**config.mk**
```make
export PLATFORM = sky130hd
export DESIGN_NAME = seq_multiplier
export DESIGN_NICKNAME = d
export VERILOG_FILES = /design/src/rtl/mult_pkg.sv /design/src/rtl/seq_multiplier.sv
export SDC_FILE = /design/constraint.sdc
export NUM_CORES = 1
export LEC_CHECK = 0
export CAP_MARGIN = 20
export CELL_PAD_IN_SITES_DETAIL_PLACEMENT = 0
export CELL_PAD_IN_SITES_GLOBAL_PLACEMENT = 2
export CORE_ASPECT_RATIO = 1.75
export CORE_MARGIN = 2
export CORE_UTILIZATION = 32
export DETAILED_ROUTE_END_ITERATION = 8
export GPL_TIMING_DRIVEN = 0
export PLACE_DENSITY = 0.8
export SKIP_LAST_GASP = 1
export SYNTH_ARGS = -nofsm -noshare
export SYNTH_HDL_FRONTEND = slang
export SYNTH_SLANG_ARGS = --single-unit
```
**constraint.sdc**
```tcl
create_clock -name CLK -period 3.5 [get_ports CLK]
set_clock_uncertainty 0.05 [all_clocks]
set_input_delay 0.7 -clock CLK [delete_from_list [all_inputs] [get_ports CLK]]
set_output_delay 0.7 -clock CLK [all_outputs]
set_load 0.02 [all_outputs]
```
**src/rtl/mult_pkg.sv**
```systemverilog
// Shared types and defaults for the sequential shift-add multiplier.
package mult_pkg;

    localparam int MULT_WIDTH = 32;

    typedef enum logic [1:0] {
        IDLE = 2'd0,
        BUSY = 2'd1,
        DONE = 2'd2
    } state_t;

endpackage

```
**src/rtl/seq_multiplier.sv**
```systemverilog
// Sequential shift-add multiplier: WIDTH iterations per product, fixed latency.
// Define MULT_SIGNED_EN to enable signed (MULT) operation via sign-magnitude.
//
// state | meaning
// IDLE  | waiting for start
// BUSY  | one shift-add step per cycle, busy=1 stalls the pipeline
// DONE  | result valid, mult_finish pulse; may accept a new start
module seq_multiplier
    import mult_pkg::*;
#(
    parameter int WIDTH = MULT_WIDTH
) (
    input  logic                 CLK,
    input  logic                 reset,
    input  logic                 start,
    input  logic                 flush,
    input  logic                 is_signed,
    input  logic [WIDTH-1:0]     srcA,
    input  logic [WIDTH-1:0]     srcB,
    output logic                 busy,
    output logic                 mult_finish,
    output logic [2*WIDTH-1:0]   mult_result
);

    localparam int CNT_W = $clog2(WIDTH) + 1;

    state_t                r_state;
    state_t                w_next_state;
    logic [CNT_W-1:0]      r_count;
    logic [WIDTH-1:0]      r_mcand;
    logic [WIDTH-1:0]      r_mplier;
    logic [2*WIDTH-1:0]    r_acc;

    logic [WIDTH-1:0]      w_a_mag;
    logic [WIDTH-1:0]      w_b_mag;
    logic [WIDTH:0]        w_sum;
    logic [2*WIDTH-1:0]    w_acc_next;
    logic [2*WIDTH-1:0]    w_product;
    logic                  w_accept;
    logic                  w_last;

    assign w_accept = start && !flush && (r_state == IDLE || r_state == DONE);
    assign w_last   = (r_state == BUSY) && (r_count == CNT_W'(WIDTH - 1));

    // Upper WIDTH+1 bits take the add; the carry lands in the MSB after the shift.
    assign w_sum      = {1'b0, r_acc[2*WIDTH-1:WIDTH]} + (r_mplier[0] ? {1'b0, r_mcand} : '0);
    assign w_acc_next = {w_sum, r_acc[WIDTH-1:1]};

`ifdef MULT_SIGNED_EN
    logic r_negate;
    logic w_a_neg;
    logic w_b_neg;

    // -2^(WIDTH-1) negates to itself, which is the correct unsigned magnitude.
    assign w_a_neg   = is_signed && srcA[WIDTH-1];
    assign w_b_neg   = is_signed && srcB[WIDTH-1];
    assign w_a_mag   = w_a_neg ? -srcA : srcA;
    assign w_b_mag   = w_b_neg ? -srcB : srcB;
    assign w_product = r_negate ? -w_acc_next : w_acc_next;
`else
    logic w_unused_is_signed;

    assign w_unused_is_signed = is_signed;
    assign w_a_mag   = srcA;
    assign w_b_mag   = srcB;
    assign w_product = w_acc_next;
`endif

    always_ff @(posedge CLK) begin
        if (reset) begin
            r_state <= IDLE;
        end else begin
            r_state <= w_next_state;
        end
    end

    always_comb begin
        w_next_state = r_state;
        case (r_state)
            IDLE:    if (w_accept) w_next_state = BUSY;
            BUSY:    if (w_last) w_next_state = DONE;
            DONE:    w_next_state = w_accept ? BUSY : IDLE;
            default: w_next_state = IDLE;
        endcase
        if (flush) begin
            w_next_state = IDLE;
        end
    end

    always_ff @(posedge CLK) begin
        if (reset) begin
            r_count     <= '0;
            r_mcand     <= '0;
            r_mplier    <= '0;
            r_acc       <= '0;
            mult_result <= '0;
`ifdef MULT_SIGNED_EN
            r_negate    <= 1'b0;
`endif
        end else if (w_accept) begin
            r_count  <= '0;
            r_mcand  <= w_a_mag;
            r_mplier <= w_b_mag;
            r_acc    <= '0;
`ifdef MULT_SIGNED_EN
            r_negate <= w_a_neg ^ w_b_neg;
`endif
        end else if (r_state == BUSY && !flush) begin
            r_acc    <= w_acc_next;
            r_mplier <= r_mplier >> 1;
            if (r_count != CNT_W'(WIDTH)) begin
                r_count <= r_count + 1'b1;
            end
            if (w_last) begin
                mult_result <= w_product;
            end
        end
    end

    assign busy        = (r_state == BUSY);
    assign mult_finish = (r_state == DONE) && !flush && !reset;

endmodule
```
======== Word-level counts from Yosys, hierarchy flattened ========
Index checks and enable logic that the tools add are counted.
operators by class
  add/subtract/negate cells ............... 2
  $mul .................................... 0
  div/mod/pow operators ................... 0
  magnitude comparators ................... 0
  eq/ne operators ......................... 6
  shift-type cells ........................ 0
  mux-type cells .......................... 7
  bitwise gates (word level) .............. 1
  reduce and logical (&&, ||, !) cells .... 16
operators with widths
  operator                                               count
  2-to-1 mux 32 bit                                      3
  adder 32 x 32 -> 33 bit                                1
  adder 6 x 1 -> 6 bit, second input constant            1
  equality test 6 x 5 -> 1 bit, second input constant    1
  logical AND 1 bit                                      6
  inequality test 6 bit, second input constant           1
  case mux 2 bit (3 select lines)                        1
  2-to-1 mux 2 bit                                       2
  AND reduction 2 bit                                    2
  OR reduction 2 bit                                     2
  AND reduction 3 bit                                    1
  equality test 2 x 1 -> 1 bit, second input constant    1
  equality test 2 bit, second input constant             1
  logical NOT 1 bit                                      2
  logical NOT 2 bit                                      1
  inequality test 2 x 1 -> 1 bit, second input constant  1
  inequality test 2 bit, second input constant           1
  nonzero test 2 bit                                     1
  logical OR 1 bit                                       1
  2-to-1 mux 1 bit                                       1
  NOT 1 bit                                              1
word-level totals
  bits in registers ....................... 200
  bits in latches ......................... 0
  memory bits (writable) .................. 0
  ROM bits ................................ 0
  output and inout port bits .............. 66
  word-level logic and storage cells ...... 38
  memories ................................ 0

======== Depth between registers and ports, before layout ========
  depth in word-level cells ............... 5
  depth in mapped cells ................... 12

======== Worst setup path before layout ========
OpenSTA, ideal clock, no wires.
  path type ............................... register to register
  start point ............................. register r_mplier[0]
  end point ............................... register r_acc[60]
  library setup time ...................... 73 ps
  arrival ................................. 2,700 ps
  slack ................................... 677 ps
  stages on the path, launching flop included .. 13
  cell sequence ........................... dfxtp_1 clkbuf_1 and2_1 ha_1 buf_6 a21o_1 a31oi_4 o221ai_2 a221o_1 a221oi_4 nand4_1 mux2_2 o211ai_2
on the way
  longest elaborated chain between the ends .. 2
RTL lines
  item                     RTL line               RTL
  start, declared          seq_multiplier.sv:31   logic [WIDTH-1:0] r_mplier;
  start signal, assigned   seq_multiplier.sv:103  r_mplier <= w_b_mag;
  start signal, assigned   seq_multiplier.sv:110  r_mplier <= r_mplier >> 1;
  2-to-1 mux 32 bit        seq_multiplier.sv:46   assign w_sum = {1'b0, r_acc[2*WIDTH-1:WIDTH]} + (r_mplier[0] ? {1'b0, r_mcand} : '0);
  adder 32 x 32 -> 33 bit  seq_multiplier.sv:46
  end signal, assigned     seq_multiplier.sv:109  r_acc <= w_acc_next;
  end, declared            seq_multiplier.sv:32   logic [2*WIDTH-1:0] r_acc;
Every way passes these cells.
A chain may end at the register's enable or synchronous reset.

======== Worst setup path after layout ========
Ends and elaborated chain as after synthesis.

==> run summary <==
Non-filler cells, final = 1721
Crit path cell chain = clkbuf_2 -> and2_1 -> ha_1 -> buf_4 -> a21o_1 -> a31oi_4 -> o221ai_2 -> a221o_1 -> a221oi_4 -> nand4_1 -> mux2_2 -> o211ai_2
P per Cell Area = 397.2 nW/um2
Switching part of the total = 0.2471
Clock share of power = 0.428
Hold Crit Class = flip-flop to flip-flop
Max-slew headroom = 0.3804
Seq/Total Area, Yosys = 0.4315
Final Hold Fails = 0
TritonCTS clock tree = built
Largest net degree at the start of global routing = 18
CTS H-Tree Depth = 4
Post-synthesis net count = 1282
Wire per inst = 17.58 um
Grt ovf = 0
Status = finished clean
Crit-path leading delay family = compound AO/OA/AOI/OAI gates
Data arrival time of the worst path = 3.61 ns
Synthesized area = 9233 um2
Maximum root-to-sink buffer count = 2
Leak = 4.292 nW
Library cells used by synthesis = 64
Crit-path max FO = 10
Clk sinks = 199
Syn Area/Cell = 7.838 um2
Max Cap Viol = 0
Port bufs = 133
Final wirelength = 30250 um
Initial antenna violation count = 1
Die Area = 30280 um2
1st-iter DRT viols = 408
Overall Power = 4.649 mW
Drt pass-1 iters = 5
Worst skew pair latency = 0.46 ns
Layout cells sized above 1 = 0.04914
Core area = 28520 um2
Req. time, crit path = 3.84 ns
Worst Setup Start Kind = flip-flop
DR vias/cell = 4.991
HPWL after DPL = 23760 um
Worst setup margin = 0.2281 ns
Fmax = 305.6 MHz
IO Pins = 135
Vias in the first global route = 8659
# diodes = 0
CP endpoint kind = flip-flop
Worst slack at placement = -0.5364 ns
Psw = 1.148 mW
Count of state elements after synthesis = 199
Post-Place Cells = 1690
RSZ-0062 raised after global routing = no
Highest-delay cell along the critical path = dfxtp_4
DR DRC count = 0
Layout Cell Area excl Fill = 11700 um2
Vias = 8589
Post-route antenna net violation count = 0
Final nets = 1435
# rows = 82
Top_reg_cell synth = dfxtp_1
Least-Margin Pin Slew = 0.9294 ns
Gate power share = 0.069
Setup Viol. Count Final = 0
Worst path max stage delay = 0.44 ns
Post-synthesis async set-or-reset flop share = 0
First-pass GRT wire length = 47820 um
Post-synth EDFFs = 0
GPL Wtd Cong = 0.9093
CTS Root Buffer Type = clkbuf_16
Worst vdd ir = 0.3293 mV
Worst path bufs/invs = 2
Worst-path clk slew = 0.08 ns
Num CTS Buffers = 17
Chip Height = 228.7 um
Total track usage = 0.2033
Die W = 132.4 um
Final Cycle Share = 0.9348
Fin. max-slew vios = 0
YS warnings = 0
Crit path time final = 3.272 ns
Placed inst area = 11050 um2
Starting density of the core = 0.3237
CP Class = flip-flop to flip-flop
Synth Instances = 1178
Int Pwr = 3.500 mW
Area grow syn2layout = 26.76%
Hold Buf Count CTS = 0
Sequential Power Share = 0.503
==> synth_stat cells, types with 10 or more instances <==
| cell | instances | area [um2] |
|---|---|---|
| and2_1 | 33 | 206.5 |
| ha_1 | 34 | 425.4 |
| nor2_1 | 62 | 232.7 |
| nor3_1 | 41 | 205.2 |
| a21o_1 | 25 | 187.7 |
| o21ai_0 | 18 | 90.09 |
| dfxtp_1 | 199 | 3984 |
| nand2_1 | 283 | 1062 |
| nand4_1 | 18 | 112.6 |
| inv_1 | 12 | 45.04 |
| a21oi_1 | 158 | 790.8 |
| xnor2_1 | 15 | 131.4 |
| nand3_1 | 27 | 135.1 |
| clkbuf_1 | 74 | 277.8 |
| o22ai_1 | 32 | 200.2 |
| or4_1 | 10 | 75.07 |
==> what timing repair did <==
| item | CTS | global route |
|---|---|---|
| resized for setup | 11 | 10 |
| endpoints found under the setup margin | 21 | 12 |
| setup buffers | 0 | 0 |
| gates cloned | 0 | 0 |
| pin swaps | 0 | 1 |
| hold endpoints to repair | 0 | 0 |
==> path summary, 6_finish.rpt <==
check,start,end,slack [ns],cells past startpoint
max,r_mplier[0]$_SDFFE_PP0P_,r_acc[60]$_SDFFE_PP0P_,0.23,12
min reg2reg,r_mcand[16]$_SDFFE_PP0P_,r_mcand[16]$_SDFFE_PP0P_,0.40,2
max reg2reg,r_mplier[0]$_SDFFE_PP0P_,r_acc[60]$_SDFFE_PP0P_,0.23,12
min,r_mcand[16]$_SDFFE_PP0P_,r_mcand[16]$_SDFFE_PP0P_,0.40,2
==> per-stage QoR <==
stage | hold WS [ns] | setup TNS [ns] | utilization
final | 0.4007 | 0 | 0.4103
after global placement | 0.3889 | -25.12 | 0.3870
after floorplan | 0.3817 | 0 | -
after CTS | 0.4032 | -0.01647 | 0.4091
after global routing | 0.4160 | 0 | 0.4103
after detailed placement | 0.3934 | -12.57 | 0.3875
==> layout by cell type, fill, tap and decap left out, types with 5 or more instances in the layout <==
cell             Yosys  final
clkbuf_16            0     17
buf_2                8      9
o22ai_1             32     32
and2_1              33     33
nand3_1             27     27
a31oi_1              8      7
o21bai_1             5      5
nand2_1            283    283
dfxtp_1            199    198
or4_1               10     10
o21a_1               5      5
ha_1                34     34
a211oi_1             9      8
xor2_1               8      8
nor2_1              62     62
nand4_1             18     18
xnor2_1             15     15
nor3_1              41     40
o21ai_0             18     18
nand2b_1             6      6
a21o_1              25     25
o21ai_1              9      9
inv_1               12     12
clkdlybuf4s50_1      0    132
a21oi_1            158    158
nand3b_1             8      8
clkbuf_1            74     70
==> layout make-up <==
| class | count | area [um2] |
|---|---|---|
| Fill cell | 3089 | 16820 |
| Multi-Input combinational cell | 878 | 4902 |
| Sequential cell | 199 | 3988 |
| Timing Repair Buffer | 135 | 1356 |
| Tap cell | 378 | 473.0 |
| Clock buffer | 21 | 470.5 |
| Buffer | 88 | 357.8 |
| Clock inverter | 10 | 111.4 |
| Inverter | 12 | 45.04 |
==> metal layers <==
metal  share of wire  vias up  track usage
li1                -     4388            -
met1            0.38     3965       0.2105
met2            0.53      177       0.3802
met3           0.042       57      0.04325
met4           0.043        2       0.1028
met5         0.00033        -            0
==> logic make-up after synthesis <==
logic type      count (synthesis)  synth area share
flops                         199            0.4315
xor+xnor                       23           0.02182
mux                             3          0.003388
buf+inv                       101           0.04337
fa+ha+maj                      35           0.04825
simple gates                  514            0.2518
compound gates                303            0.1999
==> state kept, by name, indices dropped and copies added, names as in the netlist <==
register,flops
r_mplier,32
mult_result,64
r_acc,63
r_count,6
r_state,2
r_mcand,32
==> worst register-to-register path, stage by stage (launching register included) <==
cell,delay [ns]
dfxtp_4,0.44
clkbuf_2,0.22
and2_1,0.15
ha_1,0.22
buf_4,0.17
a21o_1,0.21
a31oi_4,0.21
o221ai_2,0.17
a221o_1,0.44
a221oi_4,0.40
nand4_1,0.15
mux2_2,0.31
o211ai_2,0.06
==> power groups by stage <==
stage	Sequential (mW)	Combinational (mW)	Clock [mW]
after floorplan	2.38	0.166	0
after global placement	2.39	0.320	0
after detailed placement	2.39	0.324	0
after CTS	2.34	0.324	2.05
after global routing	2.34	0.359	2.13
final	2.34	0.320	1.99
No activity file was read; power rests on OpenSTA's default activity.
